--- config.mk ---
export PLATFORM = sky130hd
export DESIGN_NAME = dice_lights_monitor
export DESIGN_NICKNAME = d
export VERILOG_FILES = /design/src/rtl/dice_lights_monitor.sv
export SDC_FILE = /design/constraint.sdc
export NUM_CORES = 1
export LEC_CHECK = 0
export BUFFER_PORTS_ARGS = -buffer_cell sky130_fd_sc_hd__buf_2
export CELL_PAD_IN_SITES_DETAIL_PLACEMENT = 2
export CELL_PAD_IN_SITES_GLOBAL_PLACEMENT = 2
export CORE_MARGIN = 2
export CORE_UTILIZATION = 34
export DETAILED_ROUTE_END_ITERATION = 10
export MAX_ROUTING_LAYER = met4
export PLACE_DENSITY_LB_ADDON = 0.1
export SLEW_MARGIN = 5
export SYNTH_ARGS = -nofsm -noshare
export SYNTH_HDL_FRONTEND = slang
export SYNTH_SLANG_ARGS = --single-unit
--- constraint.sdc ---
create_clock -name i_clk -period 2.4 [get_ports i_clk]
set_input_delay 0 -clock i_clk [delete_from_list [all_inputs] [get_ports i_clk]]
set_output_delay 0 -clock i_clk [all_outputs]
set_load 0.05 [all_outputs]
--- src/rtl/dice_lights_monitor.sv ---
// Passive checker for the dice / traffic-lights result bus: tracks the legal code
// sequence for the active mode and flags illegal codes, bad transitions and lock timeouts.
module dice_lights_monitor #(
    parameter int CNT_W       = 8,
    parameter int ACQ_TIMEOUT = 4
) (
    input  logic             i_clk,
    input  logic             i_rst_n,
    input  logic             i_sel,
    input  logic             i_button,
    input  logic [2:0]       i_result,
    output logic             o_locked,
    output logic             o_err,
    output logic             o_err_pulse,
    output logic [1:0]       o_err_code,
    output logic [CNT_W-1:0] o_err_count,
    output logic [2:0]       o_last_code
);

    typedef enum logic {
        ST_ACQUIRE = 1'b0,
        ST_TRACK   = 1'b1
    } state_t;

    localparam logic [3:0] ACQ_LIMIT = 4'(ACQ_TIMEOUT);

    state_t     r_state;
    state_t     w_nextState;
    logic [3:0] r_acqCnt;
    logic [3:0] w_nextAcqCnt;
    logic [2:0] r_prevCode;
    logic       r_prevButton;
    logic       r_prevSel;
    logic       r_seen;

    logic       w_legal;
    logic       w_modeChange;
    logic       w_raise;
    logic [1:0] w_errType;
    logic [2:0] w_expected;

    always_comb begin
        w_legal = 1'b0;
        if (i_sel) begin
            w_legal = (i_result == 3'b100) || (i_result == 3'b110) ||
                      (i_result == 3'b001) || (i_result == 3'b010);
        end else begin
            w_legal = (i_result != 3'b000) && (i_result != 3'b111);
        end
    end

    // Successor of the previous sample; only meaningful when the mode did not change.
    always_comb begin
        w_expected = r_prevCode;
        if (i_sel) begin
            case (r_prevCode)
                3'b100:  w_expected = 3'b110;
                3'b110:  w_expected = 3'b001;
                3'b001:  w_expected = 3'b010;
                3'b010:  w_expected = 3'b100;
                default: w_expected = r_prevCode;
            endcase
        end else if (r_prevButton) begin
            w_expected = (r_prevCode == 3'b110) ? 3'b001 : r_prevCode + 3'd1;
        end
    end

    always_comb begin
        w_nextState  = r_state;
        w_nextAcqCnt = r_acqCnt;
        w_raise      = 1'b0;
        w_errType    = 2'b00;
        w_modeChange = !r_seen || (i_sel != r_prevSel);
        // A mode change hides the other producer's history, so re-acquire silently.
        if (r_state == ST_ACQUIRE || w_modeChange) begin
            if (w_legal) begin
                w_nextState  = ST_TRACK;
                w_nextAcqCnt = 4'd0;
            end else begin
                w_nextState = ST_ACQUIRE;
                if (r_acqCnt + 4'd1 >= ACQ_LIMIT) begin
                    w_raise      = 1'b1;
                    w_errType    = 2'b11;
                    w_nextAcqCnt = 4'd0;
                end else begin
                    w_nextAcqCnt = r_acqCnt + 4'd1;
                end
            end
        end else if (!w_legal) begin
            w_raise      = 1'b1;
            w_errType    = 2'b01;
            w_nextState  = ST_ACQUIRE;
            w_nextAcqCnt = 4'd0;
        end else if (i_result != w_expected) begin
            w_raise   = 1'b1;
            w_errType = 2'b10;
        end
    end

    always_ff @(posedge i_clk or negedge i_rst_n) begin
        if (!i_rst_n) begin
            r_state      <= ST_ACQUIRE;
            r_acqCnt     <= 4'd0;
            r_prevCode   <= 3'd0;
            r_prevButton <= 1'b0;
            r_prevSel    <= 1'b0;
            r_seen       <= 1'b0;
        end else begin
            r_state      <= w_nextState;
            r_acqCnt     <= w_nextAcqCnt;
            r_prevCode   <= i_result;
            r_prevButton <= i_button;
            r_prevSel    <= i_sel;
            r_seen       <= 1'b1;
        end
    end

    always_ff @(posedge i_clk or negedge i_rst_n) begin
        if (!i_rst_n) begin
            o_locked    <= 1'b0;
            o_err       <= 1'b0;
            o_err_pulse <= 1'b0;
            o_err_code  <= 2'b00;
            o_err_count <= '0;
            o_last_code <= 3'd0;
        end else begin
            o_locked    <= (w_nextState == ST_TRACK);
            o_err_pulse <= w_raise;
            o_last_code <= i_result;
            if (w_raise) begin
                o_err      <= 1'b1;
                o_err_code <= w_errType;
                if (o_err_count != '1) begin
                    o_err_count <= o_err_count + CNT_W'(1);
                end
            end
        end
    end

endmodule
== Word-level counts from Yosys, hierarchy flattened ==
Index checks and enable logic that the tools add are counted.

* Input bits: 7
* Logic and storage cells: 59
* Register bits: 23
* Output and inout bits: 16

* Order comparisons: 1
* Bitwise logic cells: 1
* Muxes and demuxes: 22
* Equality and inequality tests: 13
* $add $sub $neg: 3
* Reduce and logical (&&, ||, !) cells: 9

{| class="wikitable"
|+ Operators with widths
! cell !! count
|-
| two-way mux 4 bit || 4
|-
| == test 3 bit, second input constant || 4
|-
| case mux 3 bit (4 select lines) || 1
|-
| two-way mux 2 bit || 5
|-
| two-way mux 1 bit || 9
|-
| two-way mux 3 bit || 3
|-
| adder 8 x 1 -> 8 bit, second input constant || 1
|-
| inequality test 8 bit, second input constant || 1
|-
| == test 3 x 1 -> 1 bit, second input constant || 2
|-
| == test 3 x 2 -> 1 bit, second input constant || 2
|-
| logical OR 1 bit || 5
|-
| adder 4 x 1 -> 4 bit, second input constant || 1
|-
| greater-or-equal comparator 4 x 3 -> 1 bit, second input constant || 1
|-
| adder 3 x 1 -> 3 bit, second input constant || 1
|-
| inequality test 3 bit || 1
|-
| inequality test 3 bit, second input constant || 1
|-
| nonzero test 3 bit || 1
|-
| inequality test 2 x 1 -> 1 bit, second input constant || 1
|-
| AND reduction 2 bit || 1
|-
| logical AND 1 bit || 1
|-
| logical NOT 1 bit || 1
|-
| inequality test 1 bit || 1
|-
| inverter 1 bit || 1
|}

== Logic depth before layout (Yosys ltp) ==
Gate-level depths: netlist of the first run.

* Word-level depth: 9
* Mapped depth: 7
* Mapped depth without buffers: 7

== Least setup slack after synthesis of the first run ==
OpenSTA, ideal clock, no wires.

* Path type: reg-to-reg
* From: register, netlist name o_last_code[0]
* To: register o_err_count[7]
* Path buffers: 1
* Setup time: 128 ps
* Data required time: 2272 ps
* Arrival time: 2365 ps
* Cell stages (with the launch flop): 8
* Clock period less this slack: 2492 ps
* Path slack: -92 ps
* Cells stage by stage: dfrtp_1 clkbuf_1 nor4bb_1 a31o_1 o31a_1 o32a_4 a211oi_2 mux2_1

{| class="wikitable"
|+ RTL lines
! element !! RTL line !! text
|-
| end signal, assigned || 134 || <nowiki>o_err_count <= o_err_count + CNT_W'(1);</nowiki>
|-
| end, declared || 16 || <nowiki>output logic [CNT_W-1:0] o_err_count,</nowiki>
|}

==> impl_metrics.json, run 1 <==
{
  "cts_setup_buffers": 0,
  "critPathLaunchType": "flop",
  "dr.pass1.iters": 4,
  "ys_seq_elements": 23,
  "layout_worst_path_cycle_share_pct": 94.7,
  "cts_sinks": 23,
  "worst-path-buf-inv": 0,
  "grt_setup_unrepaired": "no",
  "finalSetupViolations": 0,
  "cts_tree": "done",
  "cp.arrival_ns": 2.50,
  "first_iter_violations": 10,
  "antenna_found_initial": 0,
  "wire_per_inst_um": 15.3,
  "synthMuxAreaShare_pct": 5.54,
  "crit_slowest_cell": "dfrtp_2",
  "path_cells": "nand2b_4 > a31o_1 > o31a_1 > o32a_4 > a211oi_2 > mux2_1",
  "setup.worst_path.class": "reg2reg",
  "async_reset_ff_share_pct": 100,
  "ir_worst_vdd_mv": 0.414,
  "fin_tns_setup_ns": 0,
  "netlist_area_sq_um": 1220,
  "synth_top_area_share_pct": 47.2,
  "relSlewSlack_pct": 64.3,
  "design.core.area_sq_um": 3390,
  "post-route-drc-count": 0,
  "synth_area_leaders": "dfrtp_1 47%, mux2_1 5.5%, nand2_1 3.1%",
  "critPathCaptureType": "flop",
  "via_per_inst": 5.08,
  "start_util_pct": 36.0,
  "hold_viol_final": 0,
  "grtUsageMet1_pct": 20.6,
  "final_util_pct": 43.6,
  "synth_top_family_by_area": "simple AND/OR/NAND/NOR gates",
  "yosys.area.top_type": "dfrtp_1",
  "wirelength_um": 2930,
  "p_leak_nw": 0.658,
  "yosys.area_share.simple_pct": 21.0,
  "grt-ovfl-total": 0,
  "hp-class": "in2async",
  "placementRows": 21,
  "antenna_cells": 0,
  "die-width_um": 63.9,
  "slowest_delay_ns": 0.48,
  "layout_setup_ws_ns": 0.127,
  "postRouteAntennaNets": 0,
  "insertion_delay_ns": 0.32,
  "io_pins": 23,
  "gr-usage-met3_pct": 2.29,
  "yosysUniqueCellTypes": 46,
  "synth_edf_count": 0,
  "crit_fanout": 10,
  "port_buffers": 22,
  "final_design_area_no_fill_sq_um": 1480,
  "synth_most_common_cell": "dfrtp_1",
  "synth_xor_area_share_pct": 3.59,
  "synth_compound_area_share_pct": 18.4,
  "cts.htree.levels": 1,
  "period_needed_ns": 2.27,
  "die_area_sq_um": 4080,
  "gp_congestion": 0.743,
  "dp.final_hpwl_um": 2190,
  "netlist_top_cells_count": "23 x dfrtp_1, 10 x nand2_1, 6 x a21oi_1, 6 x mux2_1, 6 x nor2_1",
  "dpl-instance-area_sq_um": 1390,
  "grt_usage_pct": 16.6,
  "area_growth_syn_to_layout_pct": 21.2,
  "required_ns": 2.63,
  "grt_pass1_vias": 1047,
  "synth_flop_cell": "dfrtp_1",
  "root_buffer": "clkbuf_4",
  "vias": 971,
  "cp_top_family": "compound AO/OA/AOI/OAI gates",
  "clk_pin_slew_worst_paths_ns": 0.15,
  "die_h_um": 63.9,
  "final_max_slew_viol_count": 0,
  "syn_nets": 123,
  "grt_pass1_wl_um": 5110,
  "seq_area_frac_synth_pct": 47.2,
  "nets": 155,
  "drive_gt1_share_pct": 26.2,
  "yosysWarnings": 0,
  "dp_slack_ns": 0.130,
  "grt_util_met2_pct": 28.0,
  "fin_skew_ns": 0.0116,
  "cts_buffer_depth": 2,
  "busiest_layer": "met2",
  "status": "finished clean",
  "grt_max_degree": 24,
  "worst-slew-pin-transition_ns": 0.536,
  "total_power_mw": 1.23,
  "numCtsBuffers": 3,
  "postSynthCellCount": 114,
  "fmax_ghz": 0.440,
  "avgSynthCellArea_sq_um": 10.7,
  "synthAdderAreaFrac_pct": 2.87,
  "maxCapViolCount": 0,
  "power_density_nw_per_um2": 833
}
==> metal layers <==
metal / vias to the layer above / part of all wire (%) / routed length, um
met5: - / 0 / 0
met1: 473 / 48 / 1410
met2: 14 / 48 / 1410
li1: 480 / - / -
met3: 4 / 2.5 / 72
met4: 0 / 1.3 / 39
==> cells in the final DEF (no fill, tap or decap), drive strengths merged, types with 2 or more instances in the layout <==
master and instances:
buf 23, dfrtp 23, nand2 10, nor2 6
a21oi 6, mux2 6, dlygate4sd3 6, and3 5
o21ai 4, nand3 4, nand2b 4, xor2 3
clkbuf 3, or2 3, a21boi 3, nor2b 2
nand4b 2, xnor2 2, nand3b 2, nor3 2
ha 2, o31ai 2
==> through the flow <==
stage | hold WS [ns] | std cells
finish | 0.168 | 191
global route | 0.207 | 191
CTS | 0.194 | 191
detailed placement | 0.0180 | 181
global placement | 0.0113 | 181
floorplan | -0.296 | 114
==> report_power, final <==
part           total (mW)  switching, mW  internal, mW
Clock               0.193          0.131        0.0625
Combinational       0.498          0.356         0.143
Sequential          0.538         0.0788         0.459
Total                1.23          0.565         0.664
==> path summary, 6_finish.rpt <==
kind | start | endpoint | slack [ns] | depth (start not counted)
worst max-delay path | o_last_code[1] | o_err_count[7] | 0.13 | 6
worst min-delay path | i_rst_n | r_seen | 0.17 | 2
worst max register to register | o_last_code[1] | o_err_count[7] | 0.13 | 6
worst min register to register | o_err | o_err | 0.48 | 1
max in group asynchronous | i_rst_n | o_last_code[1] | 1.83 | 2
min in group i_clk | i_button | r_prevButton | 0.30 | 2
==> worst reg2reg max path: stages (launching register included) <==
cell      delay (ns)
dfrtp_2         0.48
nand2b_4        0.17
a31o_1          0.23
o31a_1          0.30
o32a_4          0.42
a211oi_2        0.24
mux2_1          0.34
==> layout make-up <==
class                           instances  area (sq um)
Inverter                                1          3.75
Clock buffer                            3          22.5
Sequential cell                        23           579
Tap cell                               46          57.6
Fill cell                             362          1910
Clock inverter                          1          5.00
Timing Repair Buffer                   29           178
Multi-Input combinational cell         88           631
==> flip-flops by register name, indices dropped and copies added (netlist names) <==
register	flops
o_err	1
r_prevSel	1
o_last_code	3
o_err_count	8
r_prevButton	1
o_err_pulse	1
r_acqCnt	4
o_locked	1
r_seen	1
o_err_code	2
==> logic make-up after synthesis <==
logic type,Yosys count
DFF,23
and+or+nand+nor,45
adders and majority gates,3
muxes,6
buffers and inverters,3
AOI/OAI and AO/OA,28
other,1
xor gates and xnor gates,5
==> repair_timing <==
action,CTS,global route
resized for setup,0,0
hold buffers,6,0
endpoints found under the hold margin,28,0
Note: power is estimated with default switching activity, not from simulation.
==> run 2: changes to the inputs <==
==> constraint.sdc (replaced) <==
create_clock -name i_clk -period 2.4 [get_ports i_clk]
set_input_delay 0 -clock i_clk [delete_from_list [all_inputs] [get_ports i_clk]]
set_output_delay 0 -clock i_clk [all_outputs]
set_load 0.01 [all_outputs]
==> impl_metrics.json, run 2 (synthesis gave the netlist of run 1 again) <==
{
  "status": "finished clean",
  "layout_worst_path_cycle_share_pct": 95.0,
  "fin_skew_ns": 0.00866,
  "numCtsBuffers": 3,
  "design.core.area_sq_um": 3390,
  "worst-slew-pin-transition_ns": 0.534,
  "cts_tree": "done",
  "cts_setup_buffers": 0,
  "critPathLaunchType": "flop",
  "dp.final_hpwl_um": 2170,
  "placementRows": 21,
  "internal-power_mw": 0.663,
  "cts_sinks": 23,
  "final_util_pct": 43.7,
  "wire_per_inst_um": 15.0,
  "largest_reg_flops": 8,
  "p_sw_mw": 0.358,
  "root_buffer": "clkbuf_4",
  "nets": 156,
  "p_leak_nw": 0.664,
  "port_buffers": 22,
  "io_pins": 23,
  "vias": 987,
  "cts_buffer_depth": 2,
  "start_util_pct": 36.0,
  "wirelength_um": 2870,
  "die_area_sq_um": 4080,
  "grt_setup_unrepaired": "no",
  "gp_congestion": 0.734,
  "setup.worst_path.class": "reg2reg",
  "cts.htree.levels": 1,
  "first_iter_violations": 18,
  "clk_pin_slew_worst_paths_ns": 0.14,
  "pwr-share-comb_pct": 29.0,
  "hold_ws_ns": 0.179,
  "fin_tns_setup_ns": 0,
  "ir_worst_vdd_mv": 0.367,
  "grt_pass1_wl_um": 5070,
  "die_h_um": 63.9,
  "grt_pass1_vias": 1067,
  "finalSetupViolations": 0,
  "die-width_um": 63.9,
  "postRouteAntennaNets": 0,
  "critPathCaptureType": "flop",
  "hp-class": "in2async",
  "dr.pass1.iters": 3,
  "relSlewSlack_pct": 64.4,
  "area_growth_syn_to_layout_pct": 21.7,
  "seq_power_share_pct": 52.6,
  "via_per_inst": 5.14,
  "insertion_delay_ns": 0.32,
  "swShare_pct": 35.1,
  "mostFrequentLayoutCell": "buf_2",
  "required_ns": 2.62,
  "top_regs": "o_err_count (8), r_acqCnt (4), o_last_code (3)",
  "fmax_ghz": 0.439,
  "post-route-drc-count": 0,
  "antenna_cells": 0,
  "crit_fanout": 10,
  "final_max_slew_viol_count": 0,
  "cp.arrival_ns": 2.50,
  "antenna_found_initial": 0,
  "maxCapViolCount": 0,
  "grt-ovfl-total": 0,
  "grt_usage_pct": 15.9,
  "hold_viol_final": 0,
  "drive_gt1_share_pct": 26.0,
  "period_needed_ns": 2.28,
  "regMostFlops": "o_err_count",
  "reg2reg_depth": 6,
  "power_frac_clock_pct": 18.4,
  "grt_max_degree": 24,
  "power_density_nw_per_um2": 688,
  "total_power_mw": 1.02,
  "layout_common_cells": "22 x buf_2, 21 x dfrtp_1, 10 x nand2_1"
}
-- run 2: final cells by class --
type | instances | area (sq um)
Inverter | 1 | 3.75
Timing Repair Buffer | 30 | 185
Clock buffer | 3 | 22.5
Tap cell | 46 | 57.6
Sequential cell | 23 | 578
Clock inverter | 1 | 5.00
Fill cell | 367 | 1910
Multi-Input combinational cell | 88 | 631
-- run 2: final timing paths --
path	to	slack [ns]	start
setup / recovery	o_err_count[7]	0.12	o_last_code[1]
setup reg to reg	o_err_count[7]	0.12	o_last_code[1]
max in group asynchronous	o_last_code[1]	1.83	i_rst_n
min in group i_clk	r_prevButton	0.33	i_button
hold / removal	o_err_count[6]	0.18	i_rst_n
hold reg to reg	o_err	0.49	o_err
-- run 2: critical path, stage by stage, from the launching register on --
cell,delay [ns]
dfrtp_2,0.49
nand2b_4,0.17
a31o_1,0.23
o31a_1,0.31
o32a_4,0.42
a211oi_2,0.23
mux2_1,0.34
-- run 2: power groups by stage --
stage | sequential, mW | clock (mW) | combinational (mW)
finish | 0.537 | 0.188 | 0.296
global placement | 0.538 | 0 | 0.286
floorplan | 0.561 | 0 | 0.144
CTS | 0.539 | 0.199 | 0.305
global route | 0.553 | 0.209 | 0.338
detailed placement | 0.548 | 0 | 0.297
-- run 2: routing by layer --
metal / global-route usage (%) / share of wire [%] / routed length, um
met3: 2.46 / 2.6 / 76
met5: - / 0 / 0
met4: 3.26 / 0.35 / 10
met1: 20.6 / 47 / 1350
met2: 26.6 / 50 / 1430
-- run 2: metrics by stage --
| step | instance area, sq um | worst slack [ns] | cells |
|---|---|---|---|
| 2_1_floorplan | 1220 | 0.137 | 114 |
| 3_3_place_gp | 1390 | 0.161 | 182 |
| 3_5_place_dp | 1390 | 0.0899 | 182 |
| 4_1_cts | 1480 | 0.0719 | 192 |
| 5_1_grt | 1480 | 0.00863 | 192 |
| 6_report | 1480 | 0.121 | 192 |
-- run 2: repair_timing --
action / in CTS / in global routing
hold buffers: 6 / 0
setup endpoints to repair: 0 / 4
hold endpoints to repair: 28 / 0
resized for setup: 0 / 2
==> run 3: changes to the inputs <==
--- a/config.mk
+++ b/config.mk
@@ -8,7 +8,7 @@
 export BUFFER_PORTS_ARGS = -buffer_cell sky130_fd_sc_hd__buf_2
 export CELL_PAD_IN_SITES_DETAIL_PLACEMENT = 2
 export CELL_PAD_IN_SITES_GLOBAL_PLACEMENT = 2
-export CORE_MARGIN = 2
+export CORE_MARGIN = 5
 export CORE_UTILIZATION = 34
 export DETAILED_ROUTE_END_ITERATION = 10
 export MAX_ROUTING_LAYER = met4
==> constraint.sdc (replaced) <==
create_clock -name i_clk -period 2.4 [get_ports i_clk]
set_input_delay 0 -clock i_clk [delete_from_list [all_inputs] [get_ports i_clk]]
set_output_delay 0 -clock i_clk [all_outputs]
set_load 0.1 [all_outputs]
==> impl_metrics.json, run 3 (synthesis gave the netlist of run 1 again) <==
{
  "relSlewSlack_pct": 64.5,
  "grt_pass1_vias": 1101,
  "clk_pin_slew_worst_paths_ns": 0.14,
  "grt_max_degree": 24,
  "dp_slack_ns": 0.154,
  "drive_gt1_share_pct": 27.6,
  "crit_fanout": 10,
  "critPathLaunchType": "flop",
  "die_area_sq_um": 4880,
  "start_util_pct": 35.7,
  "cp.arrival_ns": 2.48,
  "hold_ws_ns": 0.177,
  "cts_tree": "done",
  "period_needed_ns": 2.26,
  "required_ns": 2.61,
  "endpoint": "o_err_count[7]",
  "cts_buffer_depth": 2,
  "grt_pass1_wl_um": 5310,
  "ir_worst_vdd_mv": 0.744,
  "hold_viol_final": 0,
  "wire_per_inst_um": 16.4,
  "dp_cells": 181,
  "mostFrequentLayoutCell": "buf_2",
  "vias": 997,
  "maxCapViolCount": 0,
  "antenna_cells": 0,
  "numCtsBuffers": 3,
  "io_pins": 23,
  "fin_tns_setup_ns": 0,
  "grt_usage_pct": 14.0,
  "fmax_ghz": 0.442,
  "worstReg2RegStart": "o_last_code[1]",
  "regToRegEndpoint": "o_err_count[7]",
  "top_regs": "o_err_count (8), r_acqCnt (4), o_last_code (3)",
  "largest_reg_flops": 8,
  "final_max_slew_viol_count": 0,
  "dr.pass1.iters": 2,
  "cts_sinks": 23,
  "hp-class": "in2async",
  "crit_slowest_cell": "dfrtp_2",
  "die-width_um": 69.9,
  "worstSetupStartpoint": "o_last_code[1]",
  "pwr-share-comb_pct": 50.8,
  "path_cells": "nand2b_4 > a31o_1 > o31a_1 > o32a_4 > a211oi_2 > mux2_1",
  "worst-slew-pin-transition_ns": 0.532,
  "dp.final_hpwl_um": 2410,
  "nets": 155,
  "reg2reg_depth": 6,
  "finalNonFillerCells": 191,
  "p_leak_nw": 0.657,
  "final_util_pct": 43.4,
  "power_frac_clock_pct": 12.7,
  "p_sw_mw": 0.813,
  "power_density_nw_per_um2": 999,
  "setup.worst_path.class": "reg2reg",
  "final_design_area_no_fill_sq_um": 1480,
  "grt_setup_unrepaired": "no",
  "layout_worst_path_cycle_share_pct": 94.3,
  "antenna_found_initial": 0,
  "layout_setup_ws_ns": 0.138,
  "cts.htree.levels": 1,
  "slowest_delay_ns": 0.49,
  "postRouteAntennaNets": 0,
  "ff2ff_setup_slack_ns": 0.14,
  "root_buffer": "clkbuf_4",
  "status": "finished clean",
  "dpl-instance-area_sq_um": 1390,
  "cts-resized-gates": 0,
  "critPathCaptureType": "flop",
  "swShare_pct": 54.9,
  "regMostFlops": "o_err_count",
  "finalSetupViolations": 0,
  "internal-power_mw": 0.667,
  "layout_common_cells": "22 x buf_2, 18 x dfrtp_1, 10 x nand2_1",
  "design.core.area_sq_um": 3420,
  "seq_power_share_pct": 36.5,
  "via_per_inst": 5.22,
  "wirelength_um": 3140,
  "grt-ovfl-total": 0,
  "first_iter_violations": 35,
  "post-route-drc-count": 0,
  "die_h_um": 69.9,
  "gp_congestion": 0.757,
  "port_buffers": 22,
  "insertion_delay_ns": 0.31,
  "fin_skew_ns": 0.00117,
  "area_growth_syn_to_layout_pct": 21.6,
  "total_power_mw": 1.48,
  "placementRows": 21
}
[run 3: how the worst min path moves through the flow]
| stage | startpoint | to | slack, ns |
|---|---|---|---|
| global placement | i_rst_n | o_err_code[1] | 0.007 |
| floorplan | i_rst_n | o_err | -0.30 |
| CTS | i_rst_n | r_acqCnt[3] | 0.19 |
| global route | i_rst_n | r_acqCnt[3] | 0.22 |
| detailed placement | i_rst_n | r_acqCnt[0] | 0.02 |
| finish | i_rst_n | o_err_code[1] | 0.18 |
[run 3: power groups by stage]
stage          combinational [mW]  clock [mW]  sequential, mW
6_report                    0.751       0.188           0.541
5_1_grt                     0.788       0.217           0.558
4_1_cts                     0.761       0.198           0.544
3_5_place_dp                0.752           0           0.552
3_3_place_gp                0.736           0           0.545
2_1_floorplan               0.147           0            1.00
[run 3: worst max-delay path, delay by kind of cell (launching register included)]
kind / cells / cell delay (ns)
and+or+nand+nor: 1 / 0.18
DFF: 1 / 0.49
AOI/OAI and AO/OA: 4 / 1.16
muxes: 1 / 0.34
[run 3: area by class of cell]
cell class	instances	area (sq um)
timing repair buffer	29	178
sequential	23	584
clock buffer	3	22.5
tap	46	57.6
inverter	1	3.75
clock inverter	1	5.00
fill	391	1930
multi-input combinational	88	631
[run 3: layer usage]
metal | share of wire, % | GRT usage [%]
met4 | 0.45 | 3.83
met1 | 48 | 17.9
met3 | 2.0 | 2.01
met2 | 50 | 23.0
met5 | 0 | -
[run 3: what timing repair did]
action / 4_1_cts / 5_1_grt
buffers inserted: 0 / 0
endpoints found under the hold margin: 28 / 0
hold buffers: 6 / 0
